### config.mk
export PLATFORM = sky130hd
export DESIGN_NAME = spi_target_regs
export DESIGN_NICKNAME = d
export VERILOG_FILES = /design/src/rtl/spi_target_pkg.sv /design/src/rtl/spi_target_sync.sv /design/src/rtl/spi_target_regs.sv
export SDC_FILE = /design/constraint.sdc
export NUM_CORES = 1
export LEC_CHECK = 0
export ABC_AREA = 1
export BUFFER_PORTS_ARGS = -buffer_cell sky130_fd_sc_hd__buf_2
export CAP_MARGIN = 40
export CORE_ASPECT_RATIO = 0.6
export CORE_MARGIN = 2
export CORE_UTILIZATION = 51
export CTS_CLUSTER_DIAMETER = 50
export DETAILED_ROUTE_END_ITERATION = 16
export GPL_TIMING_DRIVEN = 0
export PLACE_DENSITY_LB_ADDON = 0.25
export REMOVE_ABC_BUFFERS = 1
export SYNTH_ARGS = -nofsm -noshare
export SYNTH_HDL_FRONTEND = slang
export SYNTH_SLANG_ARGS = --single-unit
### constraint.sdc
create_clock -name clk_i -period 5.4 [get_ports clk_i]
set_input_delay 0.27 -clock clk_i [delete_from_list [all_inputs] [get_ports clk_i]]
set_output_delay 0.27 -clock clk_i [all_outputs]
set_load 0.02 [all_outputs]
### src/rtl/spi_target_pkg.sv
// rtl/spi_target_pkg.sv - shared types and opcodes for the SPI target register block
package spi_target_pkg;

    typedef enum logic [2:0] {
        IDLE,
        CMD,
        ADDR,
        WDATA,
        RDATA,
        IGNORE
    } state_t;

    localparam logic [7:0] OP_WRITE = 8'h02;
    localparam logic [7:0] OP_READ  = 8'h03;

endpackage

### src/rtl/spi_target_sync.sv
// rtl/spi_target_sync.sv - 2-flop synchroniser with rise/fall detect on the synchronised sample
module spi_target_sync #(
    parameter int W = 3
) (
    input  logic         clk_i,
    input  logic         rst_ni,
    input  logic [W-1:0] async_i,
    output logic [W-1:0] sync_o,
    output logic [W-1:0] rise_o,
    output logic [W-1:0] fall_o
);

    logic [W-1:0] r_meta;
    logic [W-1:0] r_sync;
    logic [W-1:0] r_prev;

    always_ff @(posedge clk_i or negedge rst_ni) begin
        if (!rst_ni) begin
            r_meta <= '0;
            r_sync <= '0;
            r_prev <= '0;
        end else begin
            r_meta <= async_i;
            r_sync <= r_meta;
            r_prev <= r_sync;
        end
    end

    assign sync_o = r_sync;
    assign rise_o = r_sync & ~r_prev;
    assign fall_o = ~r_sync & r_prev;

endmodule

### src/rtl/spi_target_regs.sv
// rtl/spi_target_regs.sv - SPI mode-0 target with byte register file and local port
// Optional feature macro: SPI_TARGET_AUTOINC_EN (address auto-increment per data byte).
module spi_target_regs
    import spi_target_pkg::*;
#(
    parameter  int DEPTH = 16,
    localparam int AW    = $clog2(DEPTH)
) (
    input  logic          clk_i,
    input  logic          rst_ni,
    input  logic          sclk_i,
    input  logic          cs_i,
    input  logic          mosi_i,
    output logic          miso_o,
    output logic          miso_oe_o,
    input  logic          loc_we_i,
    input  logic [AW-1:0] loc_addr_i,
    input  logic [7:0]    loc_wdata_i,
    output logic [7:0]    loc_rdata_o,
    output logic          wr_valid_o,
    output logic [AW-1:0] wr_addr_o,
    output logic [7:0]    wr_data_o,
    output logic          busy_o
);

`ifdef SPI_TARGET_AUTOINC_EN
    localparam bit AUTOINC = 1'b1;
`else
    localparam bit AUTOINC = 1'b0;
`endif

    logic [7:0]    r_mem [DEPTH];
    state_t        r_state;
    logic [2:0]    r_bit_cnt;
    logic [6:0]    r_shift_in;
    logic [7:0]    r_shift_out;
    logic [AW-1:0] r_addr;
    logic          r_is_read;
    logic          r_miso;
    logic          r_miso_oe;
    logic          r_wr_valid;
    logic [AW-1:0] r_wr_addr;
    logic [7:0]    r_wr_data;
    logic [1:0]    r_settle;
    logic          r_armed;

    logic [2:0]    w_sync;
    logic [2:0]    w_rise;
    logic [2:0]    w_fall;
    logic          w_cs;
    logic          w_mosi;
    logic          w_sclk_rise;
    logic          w_sclk_fall;
    logic          w_cs_rise;
    logic          w_cs_fall;
    logic [7:0]    w_byte;
    logic [AW-1:0] w_addr_next;
    logic          w_unused;

    spi_target_sync #(.W(3)) u_sync (
        .clk_i   (clk_i),
        .rst_ni  (rst_ni),
        .async_i ({sclk_i, cs_i, mosi_i}),
        .sync_o  (w_sync),
        .rise_o  (w_rise),
        .fall_o  (w_fall)
    );

    assign w_cs        = w_sync[1];
    assign w_mosi      = w_sync[0];
    assign w_sclk_rise = w_rise[2];
    assign w_sclk_fall = w_fall[2];
    assign w_cs_rise   = w_rise[1];
    assign w_cs_fall   = w_fall[1];
    assign w_unused    = &{1'b0, w_sync[2], w_rise[0], w_fall[0]};

    assign w_byte      = {r_shift_in, w_mosi};
    assign w_addr_next = AUTOINC ? r_addr + AW'(1) : r_addr;

    // The synchroniser resets to 0, so a CS held high across reset looks like a rise;
    // only arm once a settled, genuinely low CS has been observed.
    always_ff @(posedge clk_i or negedge rst_ni) begin
        if (!rst_ni) begin
            r_settle <= '0;
            r_armed  <= 1'b0;
        end else begin
            r_settle <= {r_settle[0], 1'b1};
            if (r_settle[1] && !w_cs) begin
                r_armed <= 1'b1;
            end
        end
    end

    always_ff @(posedge clk_i or negedge rst_ni) begin
        if (!rst_ni) begin
            for (int i = 0; i < DEPTH; i++) begin
                r_mem[i] <= '0;
            end
            r_state     <= IDLE;
            r_bit_cnt   <= '0;
            r_shift_in  <= '0;
            r_shift_out <= '0;
            r_addr      <= '0;
            r_is_read   <= 1'b0;
            r_miso      <= 1'b0;
            r_miso_oe   <= 1'b0;
            r_wr_valid  <= 1'b0;
            r_wr_addr   <= '0;
            r_wr_data   <= '0;
        end else begin
            r_wr_valid <= 1'b0;
            // Local write comes first so a same-address SPI write below overrides it.
            if (loc_we_i) begin
                r_mem[loc_addr_i] <= loc_wdata_i;
            end
            if (w_cs_fall) begin
                r_state   <= IDLE;
                r_bit_cnt <= '0;
                r_miso    <= 1'b0;
                r_miso_oe <= 1'b0;
            end else begin
                case (r_state)
                    IDLE: begin
                        r_miso    <= 1'b0;
                        r_miso_oe <= 1'b0;
                        if (w_cs_rise && r_armed) begin
                            r_state   <= CMD;
                            r_bit_cnt <= '0;
                        end
                    end
                    CMD: begin
                        if (w_sclk_rise) begin
                            r_shift_in <= w_byte[6:0];
                            r_bit_cnt  <= r_bit_cnt + 3'd1;
                            if (r_bit_cnt == 3'd7) begin
                                r_is_read <= (w_byte == OP_READ);
                                r_state   <= (w_byte == OP_WRITE || w_byte == OP_READ) ? ADDR : IGNORE;
                            end
                        end
                    end
                    ADDR: begin
                        if (w_sclk_rise) begin
                            r_shift_in <= w_byte[6:0];
                            r_bit_cnt  <= r_bit_cnt + 3'd1;
                            if (r_bit_cnt == 3'd7) begin
                                r_addr  <= w_byte[AW-1:0];
                                r_state <= r_is_read ? RDATA : WDATA;
                            end
                        end
                    end
                    WDATA: begin
                        if (w_sclk_rise) begin
                            r_shift_in <= w_byte[6:0];
                            r_bit_cnt  <= r_bit_cnt + 3'd1;
                            if (r_bit_cnt == 3'd7) begin
                                r_mem[r_addr] <= w_byte;
                                r_wr_valid    <= 1'b1;
                                r_wr_addr     <= r_addr;
                                r_wr_data     <= w_byte;
                                r_addr        <= w_addr_next;
                            end
                        end
                    end
                    RDATA: begin
                        if (w_sclk_rise) begin
                            r_bit_cnt <= r_bit_cnt + 3'd1;
                            if (r_bit_cnt == 3'd7) begin
                                r_addr <= w_addr_next;
                            end
                        end else if (w_sclk_fall) begin
                            r_miso_oe <= 1'b1;
                            // Bit count 0 marks a byte boundary: snapshot the register here.
                            if (r_bit_cnt == 3'd0) begin
                                r_miso      <= r_mem[r_addr][7];
                                r_shift_out <= {r_mem[r_addr][6:0], 1'b0};
                            end else begin
                                r_miso      <= r_shift_out[7];
                                r_shift_out <= {r_shift_out[6:0], 1'b0};
                            end
                        end
                    end
                    IGNORE: begin
                        r_miso_oe <= 1'b0;
                    end
                    default: begin
                        r_state <= IDLE;
                    end
                endcase
            end
        end
    end

    assign miso_o      = r_miso;
    assign miso_oe_o   = r_miso_oe;
    assign wr_valid_o  = r_wr_valid;
    assign wr_addr_o   = r_wr_addr;
    assign wr_data_o   = r_wr_data;
    assign busy_o      = w_cs;
    assign loc_rdata_o = r_mem[loc_addr_i];

endmodule
==> summary by stage <==
Worst setup path
For the worst setup path, the data arrival time is 3.69 ns. In this run the worst path has a maximum fanout of 42. STA classifies the critical path endpoint as a register. The master of the slowest instance on the critical path is sky130_fd_sc_hd__dfrtp_2. The worst setup path is launched from a register. Traced cell by cell, the critical path runs through buf_12 > inv_2 > buf_12 > nand2_1 > nor2_1 > nand2_1 > nand2_1 > o21ai_0. For the worst setup path, the data required time is 5.68 ns. On the worst path, the slowest cell contributes a delay of between 0.6 and 0.7 ns. The critical path start-end classification is register to register. The most numerous cell on the critical path is sky130_fd_sc_hd__nand2_1.

Timing
The clock period could shrink to 3.42 ns. The final count of negative-setup-slack endpoints is 0. The number of failing hold endpoints at the final stage came to 0. The worst pin sits at a relative slew slack of 35.8%. The worst path uses 63.3% of the clock period. The number of pins exceeding their max-slew limit in the final report is 0. After routing, the total negative slack on setup checks comes to 0 ns. The worst clock skew is approximately 0.0088 ns. The setup slack of the critical path after layout is 1.98 ns. Setup repair after global routing left no endpoint under its margin. The fmax is 293 MHz. The transition time of the tightest slew-check pin is approximately 0.96 ns.

GRT
Entering global routing, the biggest net connects 95 pins. The global routing usage summed across all routing layers is 34.8%. The number of antenna violations at the first check in global routing is 5. The overflow left after global routing is 0.

The via count of the first global-routing pass is 9,808. The first global-routing pass estimated between 50 and 60 mm of wire.

Synthesis
The number of standard cells after synthesis is 1,559. The sequential share of the synthesized area is 42.4%. The mapped cell area is 10,600 um2. The post-synthesis cell type count is 33. The Yosys step of the flow raised 0 warnings.

The per-instance average area after synthesis is about 6.8 um2. After synthesis the netlist holds a flip-flop and latch count of ~180.

Floorplan
Once the floorplan was initialized, standard cells occupied 52.4% of the core. The die covers approximately 22,000 um2. In this run the standard cell core region covers 20,200 um2. The number of rows created at floorplan is 40. The height of the chip is 115 um. The chip width is roughly 190 um. Pin placement for this block handled 42 I/O pins.

Route
After the first detailed-routing iteration, the DRC count stood at ~1,300. The routed length on met3 is 5.40 mm. The highest routed metal layer is met5.

The average detailed-routed wire length per instance is 19.9 um. The detailed router put a total of about 16 mm of wire on met1. After detailed routing, the number of vias per cell comes to between 5 and 6. For this run, design rule violations remaining after detail routing come to 0.

Summed over all layers, the routed wires come to ~37 mm. The number of detailed-route iterations in the first pass is 6. The routed length on met2 is 14.5 mm. The total vias in the final route is ~11,000.

The number of routed nets with antenna violations is 0.

Power and ir drop
Power spread over the standard cell area amounts to 369 nW/um2. Overall power consumption after layout is estimated at 4300 uW. In this run the power spent charging and discharging nets is 1580 uW. Of the total power, the share spent switching nets is 36.7%.

The share of power burned in combinational logic is 27.4%. The maximum vdd drop is approximately 240 uV. Cell internal power was estimated by the tool at 2720 uW. The sequential cell fraction of total power is 42.3%. The reported leakage power is 0.00575 uW.

The clock network is responsible for 30.3% of the overall power.

Hold path
The worst hold-check path type is input port to register.

Clock tree
The TritonCTS buffer count is 17. The number of clock sinks is around 180. The clock insertion delay at the later pin of the skew report is 0.45 ns.

The clock tree synthesis step divided the H-tree into 4 levels. After clock tree synthesis, the setup repair step added 0 buffers. The buffer depth of the longest clock path is 2. The CTS tree is done. CTS placed an instance of sky130_fd_sc_hd__clkbuf_16 at the clock tree root. The clock-pin slew on the worst setup and hold paths is 0.07 ns.

Placement
The routability-driven placement congestion ratio is 0.967. The number of buffers inserted by port buffering is 41. The HPWL after detailed placement is 24.4 mm. At the placement stage, the worst setup path has a slack of ~2.2 ns.

Run status
The run finished with clean final reports.

Cells and area
The most common cell after layout, fill and taps aside is sky130_fd_sc_hd__nand2_1. In the layout the commonest cells are sky130_fd_sc_hd__nand2_1 (597), sky130_fd_sc_hd__o21ai_0 (289), sky130_fd_sc_hd__dfrtp_1 (177). Of the cells placed in the final design, the portion with a size suffix greater than 1 is 7.57%. The signed area change from the synthesized netlist to the final layout is 10.3%. The net count of the finished layout is 1,580. The number of fillers in the final layout is 1,964.

Job
Max-cap violations in this run came to 0.
[state kept, by name, indices dropped and copies added, names as in the netlist]
signal and count:
u_sync.r_meta 3, miso_o 1, r_settle 2, r_armed 1, u_sync.sync_o 3, wr_data_o 8, r_is_read 1, r_shift_in 7
wr_valid_o 1, r_bit_cnt 3, r_mem 128, miso_oe_o 1, u_sync.r_prev 2, r_shift_out 7, r_addr 4, wr_addr_o 4
r_state 3
[Yosys cell counts, drive strengths merged]
| cell type | instances | area share, % |
|---|---|---|
| o211ai | 1 | 0.071 |
| o21ai | 296 | 14 |
| dfrtp | 179 | 42 |
| nand2 | 603 | 22 |
| ha | 3 | 0.36 |
| conb | 1 | 0.036 |
| buf | 33 | 1.7 |
| nand4 | 12 | 0.71 |
| a21oi | 65 | 3.1 |
| nand3 | 24 | 1.4 |
| a31oi | 2 | 0.12 |
| a22oi | 18 | 1.3 |
| clkinv | 1 | 0.036 |
| a21o | 1 | 0.071 |
| inv | 119 | 4.3 |
| a221oi | 1 | 0.083 |
| nor3 | 8 | 0.64 |
| nor2 | 124 | 5.1 |
| o22ai | 16 | 0.95 |
| clkbuf | 45 | 1.6 |
| o21bai | 7 | 0.50 |
[cell families after synthesis]
family / synth area share [%]
buf+inv: 7.55
compound gates: 20.2
flops: 42.4
other cells: 0.0355
fa+ha+maj: 0.355
simple gates: 29.5
[metrics by stage]
step / cells / instance area [um2] / utilization (%) / hold slack, ns
2_1_floorplan: 1481 / 10200 / - / -0.0256
4_1_cts: 1845 / 11600 / 57.8 / 0.171
3_3_place_gp: 1795 / 10800 / 53.4 / 0.334
6_report: 1846 / 11700 / 57.8 / 0.182
5_1_grt: 1845 / 11600 / 57.8 / 0.188
3_5_place_dp: 1809 / 11000 / 54.5 / 0.336
[path summary, 6_finish.rpt]
path                                   from                to  slack, ns  cells past startpoint
max                               r_addr[0]         r_mem[74]       1.98                      8
min                          loc_wdata_i[7]         r_mem[47]       0.18                      3
max reg2reg                       r_addr[0]         r_mem[74]       1.98                      8
min reg2reg                u_sync.r_meta[2]  u_sync.sync_o[2]       0.35                      0
max in group asynchronous            rst_ni        r_mem[127]       4.10                      3
min in group asynchronous            rst_ni      wr_data_o[4]       0.39                      2
[power by group through the flow]
stage | Clock (uW) | Combinational [uW] | Sequential [uW]
after floorplan | 0 | 794 | 1780
after global placement | 0 | 1100 | 1820
after detailed placement | 0 | 1150 | 1830
after CTS | 1310 | 1150 | 1810
after global routing | 1370 | 1340 | 1850
final | 1300 | 1180 | 1820
[worst max-delay path, delay by kind of cell, from the launching register on]
family / cells / cell delay (ns)
buffers and inverters: 3 / 1.00
AO/OA/AOI/OAI: 1 / 0.11
flip-flops: 1 / 0.66
AND/OR/NAND/NOR: 4 / 1.38
[metal layers]
layer | up-vias | track usage (%)
li1 | 5019 | -
met4 | 2 | 12.6
met5 | - | 0
met2 | 675 | 48.4
met1 | 4930 | 50.6
met3 | 78 | 11.5
[final cells by class]
cell class / count / area [um2] / area share (%)
clock buffers: 22 / 484 / 4.16
inverters: 120 / 453 / 3.89
repair buffers: 59 / 480 / 4.12
diodes: 1 / 2.50 / 0.0215
clock inverters: 10 / 124 / 1.06
multi-input cells: 1182 / 5280 / 45.4
well taps: 273 / 342 / 2.93
flip-flops and latches: 179 / 4480 / 38.5
[what timing repair did]
action | 4_1_cts | 5_1_grt
resized for setup | 0 | 0
setup endpoints to repair | 0 | 0
hold buffers | 4 | 0
endpoints found under the hold margin | 96 | 0
Power figures use the tool's default switching activity.
